$ cat src/rtl/pwm_edge_logger.sv
// Multi-channel PWM transition logger.
// It timestamps level changes on the PWM inputs over a programmable window and
// queues INIT / EDGE / FINAL records in an on-chip FIFO, which drains over a
// valid/ready stream.
module pwm_edge_logger #(
    parameter int CHANNELS     = 4,
    parameter int TS_WIDTH     = 24,
    parameter int WINDOW_WIDTH = 24,
    parameter int DEPTH        = 16,
    parameter int SYNC_STAGES  = 0
) (
    input  logic                    clk,
    input  logic                    rst_n,
    input  logic [CHANNELS-1:0]     pwm_in,
    input  logic [CHANNELS-1:0]     chan_en,
    input  logic [WINDOW_WIDTH-1:0] window_cycles,
    input  logic                    start,
    output logic                    evt_valid,
    input  logic                    evt_ready,
    output logic [1:0]              evt_kind,
    output logic [CHANNELS-1:0]     evt_level,
    output logic [TS_WIDTH-1:0]     evt_ts,
    output logic                    busy,
    output logic                    done,
    output logic                    overflow,
    output logic [15:0]             drop_count
);

    localparam int AW    = $clog2(DEPTH);
    localparam int PTR_W = AW + 1;
    localparam int REC_W = 2 + CHANNELS + TS_WIDTH;

    localparam logic [1:0] KIND_INIT  = 2'd0;
    localparam logic [1:0] KIND_EDGE  = 2'd1;
    localparam logic [1:0] KIND_FINAL = 2'd2;

    typedef enum logic [1:0] {
        S_IDLE,
        S_CAPTURE,
        S_FINAL
    } state_t;

    // ------------------------------------------------------------------
    // Input synchroniser (pass-through when SYNC_STAGES is 0)
    // ------------------------------------------------------------------
    logic [CHANNELS-1:0] pwm_s;

    if (SYNC_STAGES == 0) begin : g_nosync
        assign pwm_s = pwm_in;
    end else begin : g_sync
        logic [CHANNELS-1:0] sync_q [SYNC_STAGES];

        // Shift the raw PWM levels through the synchroniser chain.
        always_ff @(posedge clk or negedge rst_n) begin
            if (!rst_n) begin
                for (int i = 0; i < SYNC_STAGES; i++) sync_q[i] <= '0;
            end else begin
                // NOTE: sequential state uses non-blocking assignments so every
                // flop samples the pre-edge values of its neighbours.
                sync_q[0] <= pwm_in;
                for (int i = 1; i < SYNC_STAGES; i++) sync_q[i] <= sync_q[i-1];
            end
        end

        assign pwm_s = sync_q[SYNC_STAGES-1];
    end

    // ------------------------------------------------------------------
    // Control registers
    // ------------------------------------------------------------------
    state_t              state_q;
    logic [TS_WIDTH-1:0] ts_q;
    logic [TS_WIDTH-1:0] window_q;
    logic [CHANNELS-1:0] prev_q;
    logic [CHANNELS-1:0] en_q;
    logic                busy_q;
    logic                done_q;
    logic                overflow_q;
    logic [15:0]         drop_q;

    // FIFO storage and pointers (one extra pointer bit separates full from empty)
    logic [REC_W-1:0] mem_q [DEPTH];
    logic [PTR_W-1:0] wr_ptr_q;
    logic [PTR_W-1:0] rd_ptr_q;

    logic [CHANNELS-1:0] lv;
    logic [CHANNELS-1:0] lv_start;
    logic [TS_WIDTH-1:0] ts_next;
    logic [TS_WIDTH-1:0] window_eff;
    logic [PTR_W-1:0]    fifo_count;
    logic                fifo_full;
    logic                pop;
    logic                can_push;
    logic                wr_en;
    logic [AW-1:0]       wr_addr;
    logic [REC_W-1:0]    head;

    logic                push_req;
    logic                flush;
    logic [1:0]          push_kind;
    logic [CHANNELS-1:0] push_level;
    logic [TS_WIDTH-1:0] push_ts;

    // Disabled channels read as 0; the start edge uses the mask being latched.
    assign lv       = pwm_s & en_q;
    assign lv_start = pwm_s & chan_en;

    assign ts_next    = ts_q + TS_WIDTH'(1);
    assign window_eff = (window_cycles == '0) ? TS_WIDTH'(1) : TS_WIDTH'(window_cycles);

    assign fifo_count = wr_ptr_q - rd_ptr_q;
    assign fifo_full  = (fifo_count == PTR_W'(DEPTH));
    assign evt_valid  = (fifo_count != '0);
    assign pop        = evt_valid && evt_ready;
    // A full FIFO still accepts a push when the head leaves on the same edge.
    assign can_push   = !fifo_full || pop;

    // Choose which record (if any) this cycle wants to write.
    always_comb begin
        // NOTE: every signal gets a default first so no path leaves one
        // unassigned, which would otherwise infer a latch.
        push_req   = 1'b0;
        flush      = 1'b0;
        push_kind  = KIND_EDGE;
        push_level = lv;
        push_ts    = ts_next;
        case (state_q)
            S_IDLE: begin
                if (start) begin
                    flush      = 1'b1;
                    push_req   = 1'b1;
                    push_kind  = KIND_INIT;
                    push_level = lv_start;
                    push_ts    = '0;
                end
            end
            S_CAPTURE: begin
                push_req = (lv != prev_q);
            end
            S_FINAL: begin
                push_req   = 1'b1;
                push_kind  = KIND_FINAL;
                push_level = prev_q;
                push_ts    = window_q;
            end
            default: ;
        endcase
    end

    // The flush empties the FIFO, so INIT always lands in slot 0.
    assign wr_en   = flush || (push_req && can_push);
    assign wr_addr = flush ? '0 : wr_ptr_q[AW-1:0];

    // Record storage.
    always_ff @(posedge clk) begin
        // NOTE: the storage array has no reset; the pointers alone decide which
        // entries are meaningful, and the outputs are gated while empty.
        if (wr_en) mem_q[wr_addr] <= {push_kind, push_level, push_ts};
    end

    // FIFO pointers: a start flush resets them with INIT already written.
    always_ff @(posedge clk or negedge rst_n) begin
        if (!rst_n) begin
            wr_ptr_q <= '0;
            rd_ptr_q <= '0;
        end else if (flush) begin
            wr_ptr_q <= PTR_W'(1);
            rd_ptr_q <= '0;
        end else begin
            if (wr_en) wr_ptr_q <= wr_ptr_q + PTR_W'(1);
            if (pop)   rd_ptr_q <= rd_ptr_q + PTR_W'(1);
        end
    end

    // Capture sequencer with registered status outputs.
    always_ff @(posedge clk or negedge rst_n) begin
        if (!rst_n) begin
            state_q    <= S_IDLE;
            ts_q       <= '0;
            window_q   <= '0;
            prev_q     <= '0;
            en_q       <= '0;
            busy_q     <= 1'b0;
            done_q     <= 1'b0;
            overflow_q <= 1'b0;
            drop_q     <= '0;
        end else begin
            done_q <= 1'b0;
            case (state_q)
                S_IDLE: begin
                    if (start) begin
                        en_q       <= chan_en;
                        prev_q     <= lv_start;
                        ts_q       <= '0;
                        window_q   <= window_eff;
                        overflow_q <= 1'b0;
                        drop_q     <= '0;
                        busy_q     <= 1'b1;
                        state_q    <= S_CAPTURE;
                    end
                end
                S_CAPTURE: begin
                    ts_q   <= ts_next;
                    prev_q <= lv;
                    if (push_req && !can_push) begin
                        overflow_q <= 1'b1;
                        if (drop_q != 16'hFFFF) drop_q <= drop_q + 16'd1;
                    end
                    if (ts_next == window_q) state_q <= S_FINAL;
                end
                S_FINAL: begin
                    // FINAL is never dropped: hold here until it fits.
                    if (can_push) begin
                        done_q  <= 1'b1;
                        busy_q  <= 1'b0;
                        state_q <= S_IDLE;
                    end
                end
                default: state_q <= S_IDLE;
            endcase
        end
    end

    assign head       = mem_q[rd_ptr_q[AW-1:0]];
    assign evt_kind   = evt_valid ? head[REC_W-1 -: 2]            : '0;
    assign evt_level  = evt_valid ? head[TS_WIDTH +: CHANNELS]    : '0;
    assign evt_ts     = evt_valid ? head[TS_WIDTH-1:0]            : '0;

    assign busy       = busy_q;
    assign done       = done_q;
    assign overflow   = overflow_q;
    assign drop_count = drop_q;

endmodule

$ cat config.mk
export PLATFORM = sky130hd
export DESIGN_NAME = pwm_edge_logger
export DESIGN_NICKNAME = d
export VERILOG_FILES = /design/src/rtl/pwm_edge_logger.sv
export SDC_FILE = /design/constraint.sdc
export NUM_CORES = 1
export LEC_CHECK = 0
export ABC_AREA = 1
export CAP_MARGIN = 10
export CORE_MARGIN = 1
export CORE_UTILIZATION = 66
export DETAILED_ROUTE_END_ITERATION = 10
export PLACE_DENSITY = 0.95
export SETUP_SLACK_MARGIN = 0.5
export SYNTH_ARGS = -nofsm -noshare
export SYNTH_HDL_FRONTEND = slang
export SYNTH_SLANG_ARGS = --single-unit
$ cat constraint.sdc
create_clock -name clk -period 9.45 [get_ports clk]
set_clock_uncertainty 0.15 [all_clocks]
set_input_delay 2.835 -clock clk [delete_from_list [all_inputs] [get_ports clk]]
set_output_delay 2.835 -clock clk [all_outputs]
set_load 0.05 [all_outputs]
# Word level (Yosys, flattened, before mapping)

Memory sizes are Yosys's and may differ from the RTL's.
Index checks and enable logic that the tools add are counted.

Bits in latches: 0
Bits in read-only memories: 0
Register bits: 87
Logic and storage cells: 90
Memories: 1
Output and inout bits: 50
RAM bits: 480
Input port bits: 36

Memories:

| memory | words | width | read ports | clocked after Yosys merged registers in | write ports | line | text |
|---|---|---|---|---|---|---|---|
| mem_q  | 16    | 30    | 1          | 0                                       | 1           | 82   | `logic [REC_W-1:0] mem_q [DEPTH];` |

Multipliers: 0
Reduce and logical (&&, ||, !) cells: 20
Bitwise operators: 2
Order comparisons: 0
Shift-type cells: 0
Add/subtract/negate cells: 5
Multiplexer cells: 40
Eq/ne operators: 11
Divide/modulo/power cells: 0

Operator list:

| operator                                       | count |
|---|---|
| 2-to-1 mux 24 bit                              | 4 |
| one-hot mux 24 bit (2 select lines)            | 2 |
| 2-to-1 mux 16 bit                              | 3 |
| one-hot mux 16 bit (2 select lines)            | 1 |
| adder 24 x 1 -> 24 bit (second input constant) | 1 |
| equality test 24 bit                           | 1 |
| logical NOT 24 bit                             | 1 |
| 2-to-1 mux 5 bit                               | 4 |
| adder 16 x 1 -> 16 bit (second input constant) | 1 |
| 2-to-1 mux 4 bit                               | 4 |
| != test 16 bit (second input constant)         | 1 |
| one-hot mux 4 bit (2 select lines)             | 2 |
| 2-to-1 mux 1 bit                               | 11 |
| adder 5 x 1 -> 5 bit (second input constant)   | 2 |
| != test 2 bit (second input constant)          | 5 |
| AND reduction 3 bit                            | 3 |
| AND 4 bit                                      | 2 |
| 2-to-1 mux 2 bit                               | 4 |
| nonzero test 2 bit                             | 4 |
| one-hot mux 2 bit (3 select lines)             | 1 |
| equality test 5 bit (second input constant)    | 1 |
| nonzero test 5 bit                             | 1 |
| subtractor 5 bit                               | 1 |
| != test 4 bit                                  | 1 |
| 11 further kinds                               | 17 |

# Logic depth before layout (Yosys ltp)

Word-level depth: 8
Gate-level depth with buffers: 18

# Least setup slack after synthesis

Ideal clock, no wire load.

Path kind: register to output
Start point: register rd_ptr_q[1]
End point: output evt_level[0]
Slack: 2.687 ns
Cell stages (with the launch flop): 17
Buffers on the path: 5
Data arrival time: 3.778 ns
Cell sequence: dfrtp_1 -> inv_2 -> buf_2 -> buf_1 -> buf_1 -> ha_1 -> nand2_1 -> nand2_1 -> nand3_1 -> nand2_1 -> xor2_1 -> inv_1 -> nand2_1 -> buf_4 -> inv_2 -> buf_4 -> a211oi_1

Longest elaborated chain between the ends: 3
Elaborated cells between the ends (all ways): 4
Those cells by class: 1 x add/sub; 1 x mux; 1 x reduce/logical; 1 x memory

Ends and longest elaborated chain:

| item                   | line | text |
|---|---|---|
| start, declared        | 84   | `logic [PTR_W-1:0] rd_ptr_q;` |
| start signal, assigned | 171  | `if (pop) rd_ptr_q <= rd_ptr_q + PTR_W'(1);` |
| subtractor 5 bit       | 111  | `assign fifo_count = wr_ptr_q - rd_ptr_q;` |
| nonzero test 5 bit     | 113  | `assign evt_valid = (fifo_count != '0);` |
| net evt_valid          | 18   | `output logic evt_valid,` |
| 2-to-1 mux 4 bit       | 226  | `assign evt_level = evt_valid ? head[TS_WIDTH +: CHANNELS] : '0;` |
| end, declared          | 21   | `output logic [CHANNELS-1:0] evt_level,` |

The timed path passes the listed nets, and every way through them passes these cells.

# Worst setup path after layout

Start point: register rd_ptr_q[0]
End point: output evt_ts[7]

Longest elaborated chain between the ends: 3
Elaborated cells between the ends (all ways): 4
Those cells by class: 1 x add/sub; 1 x mux; 1 x reduce/logical; 1 x memory

Ends and longest elaborated chain:

| item                | line | text |
|---|---|---|
| subtractor 5 bit    | 111  |  |
| nonzero test 5 bit  | 113  |  |
| 2-to-1 mux 24 bit * | 227  | `assign evt_ts = evt_valid ? head[TS_WIDTH-1:0] : '0;` |
| end, declared       | 22   | `output logic [TS_WIDTH-1:0] evt_ts,` |

Every way passes the cells marked *; elsewhere a longest branch is shown, timed or not.

==> results.yml <==
run_status:
  status: "finished clean"
global_route:
  grt_pass1_vias: 17845
  track_usage: 0.3415
  antenna_found_initial: 1
  grt_max_degree: 244
  overflow: 0
  grt_first_pass_wirelength_mm: 98.43
route:
  ant_nets: 0
  routed_wl_mm: 65.45
  drc: 0
  dr.pass1.iters: 7
  vias: 18602
  first_iter_violations: 2976
  wl_per_cell_um: 24.09
  viasPerCell: 6.847
placement:
  gp_congestion: 0.9738
  portBuffers: 85
  dp_hpwl_mm: 37.61
  placed_cells: 2609
  pre_cts_slack_ps: 2237
die:
  start_util: 0.6686
  dieArea_um2: 37770
  num_rows: 70
  die-width_um: 194.3
  coreArea_um2: 36520
  io_pins: 86
  die_h_um: 194.3
synth:
  synth.net_count: 2194
  synth-seq-cells: 567
  yosysUniqueCellTypes: 44
  ys_seq_area_frac: 0.6795
  yosys_warnings: 0
  synth_area_um2: 24420
  synthArstFlopShare: 0.1534
  synthFlopType: "edfxtp_1"
  syn_area_per_cell_um2: 11.36
  synth_top_cell_by_area: "edfxtp_1"
  yosys-top-cells-area: "edfxtp_1 (59%), nand2_1 (9.1%), dfrtp_1 (8.9%), a21oi_1 (4.3%), a32o_1 (1.9%)"
  syn_inst: 2150
  synth_top_area_share: 0.5903
  synth_edf_count: 480
worst_hold_path:
  hold_class: "register to register"
  worstHoldStart: "en_q[3]"
clocking:
  cts_tree: "built"
  post_cts_resized: 0
  root_buffer: "clkbuf_16"
  postCtsHoldBufs: 0
  clock_sinks: 567
  worstSkewPairLatency_ps: 600
  cts-buffers-inserted: 54
  h-tree-depth: 2
  clkSlewWorstSetupHoldPaths_ps: 60
  cts_buffer_depth: 3
  post-cts-setup-buffers: 0
sta:
  slew_headroom: 0.2067
  fin_ws_ps: 1457
  finalSetupTns_ps: 0
  clock.fmax_mhz: 125.1
  min_period_ps: 7993
  hold_viol: 0
  layout_worst_path_cycle_share: 0.8458
  final-max-slew-violation-count: 0
  rsz0062_at_grt: "false"
  holdWs_ps: 347.0
  setup_violations: 0
  tightestPinTransition_ps: 1190
final_layout:
  syn_to_final_growth_pct: 12.85
  layout_common_cells: "nand2_1 (590), edfxtp_1 (480), a21oi_1 (209)"
  fin_cells: 2717
  nNetsFinal: 2250
  layout-drive-gt1-share: 0.08007
  mostFrequentLayoutCell: "nand2_1"
job:
  cap_violations: 0
worst_setup_path:
  cp-startpoint: "rd_ptr_q[0]"
  crit_slowest_cell: "clkdlybuf4s50_1"
  start_kind: "register"
  worstPathMaxFanout: 243
  crit_required_ps: 6470
  critPathArrivalTime_ps: 5010
  crit_path_end_kind: "primary output"
  path_class: "register to primary output"
  crit_top_cell: "nand2_1"
  cp_cell_sequence: "buf_12 -> ha_1 -> inv_1 -> nand2_1 -> nand2_1 -> nand3_1 -> nand2_1 -> xor2_1 -> inv_1 -> nand2_1 -> inv_2 -> a211oi_1 -> clkdlybuf4s50_1"
  reg2reg_from: "state_q[0]"
  cpPeakStageDelay_ps: 910
pwr:
  cellPowerDensity_nw_per_um2: 278.9
  max-vdd-ir-drop_v: 0.0002776
  leakagePower_nw: 9.647
final timing paths:
path	slack, ps	end	depth (start not counted)
worst max-delay path	1460	evt_ts[7]	13
worst min register to register	350	en_q[3]	2
min in group asynchronous	1920	drop_count[11]	1
worst min-delay path	350	en_q[3]	2
worst max register to register	4660	mem_q[11][17]	11
max in group asynchronous	5910	rd_ptr_q[0]	2
critical path, delay by kind of cell (launching register included):
| kind | cells | cell delay (ps) |
|---|---|---|
| DFF | 1 | 460 |
| AOI/OAI and AO/OA | 1 | 410 |
| xor gates and xnor gates | 1 | 260 |
| adders and majority gates | 1 | 320 |
| buffers and inverters | 5 | 2060 |
| and+or+nand+nor | 5 | 720 |
cells by family (layout without fill, tap and decap cells):
kind of cell    count (synthesis)  in the layout  share of synthesized area
fa+ha+maj                       8              8                   0.004100
other cells                     0              1                          0
flops                         567            567                     0.6795
simple gates                  816            816                     0.1392
buf+inv                       231            329                    0.03859
xor+xnor                       22             22                   0.008455
compound gates                506            506                     0.1302
synthesized netlist by cell type, types with 6 or more instances:
| cell | count |
|---|---|
| nand3_2 | 7 |
| o311ai_0 | 14 |
| ha_1 | 8 |
| nand2_2 | 10 |
| xor2_1 | 16 |
| a21oi_1 | 209 |
| nor3_1 | 8 |
| nor2_1 | 77 |
| nand3_1 | 88 |
| dfrtp_1 | 87 |
| o21ai_2 | 6 |
| inv_1 | 103 |
| buf_1 | 24 |
| a22oi_1 | 60 |
| edfxtp_1 | 480 |
| o211ai_1 | 22 |
| clkbuf_1 | 61 |
| a211oi_1 | 24 |
| o21ai_0 | 69 |
| nand4_1 | 16 |
| nor2_2 | 7 |
| inv_2 | 6 |
| o22ai_1 | 43 |
| a32o_1 | 46 |
| buf_2 | 28 |
| nand2_1 | 590 |
metrics by stage:
step	util	total power, mW	cell area [um2]
finish	0.7544	7.683	27550
global route	0.7544	7.915	27550
CTS	0.7520	7.567	27460
detailed placement	0.7040	5.421	25710
global placement	0.7040	5.288	25710
floorplan	-	4.624	24420
cell type report:
cell class,instances,area [um2]
sequential,567,16600
fill,2029,8969
multi-input combinational,1352,7047
clock buffer,76,1495
timing repair buffer,120,1144
tap,468,585.6
inverter,111,426.7
clock inverter,22,257.7
antenna,1,2.502
per-layer routing:
metal | part of all wire | global-route usage
met1 | 0.34 | 0.4470
met5 | 0.00020 | 0
met3 | 0.13 | 0.07132
met2 | 0.48 | 0.5553
met4 | 0.048 | 0.1567
state kept, by name, summed over array words and instances (netlist names):
register / cells
overflow: 1
busy: 1
done: 1
drop_count: 16
rd_ptr_q: 5
wr_ptr_q: 5
en_q: 4
mem_q: 480
ts_q: 24
prev_q: 4
state_q: 2
window_q: 24
power by group:
| group | total, mW | internal (mW) | switching [mW] |
|---|---|---|---|
| Combinational | 2.83 | 0.828 | 2.01 |
| Sequential | 2.70 | 2.69 | 0.0130 |
| Clock | 2.15 | 1.22 | 0.931 |
| Total | 7.68 | 4.73 | 2.95 |
(Power assumes the default switching activity.)
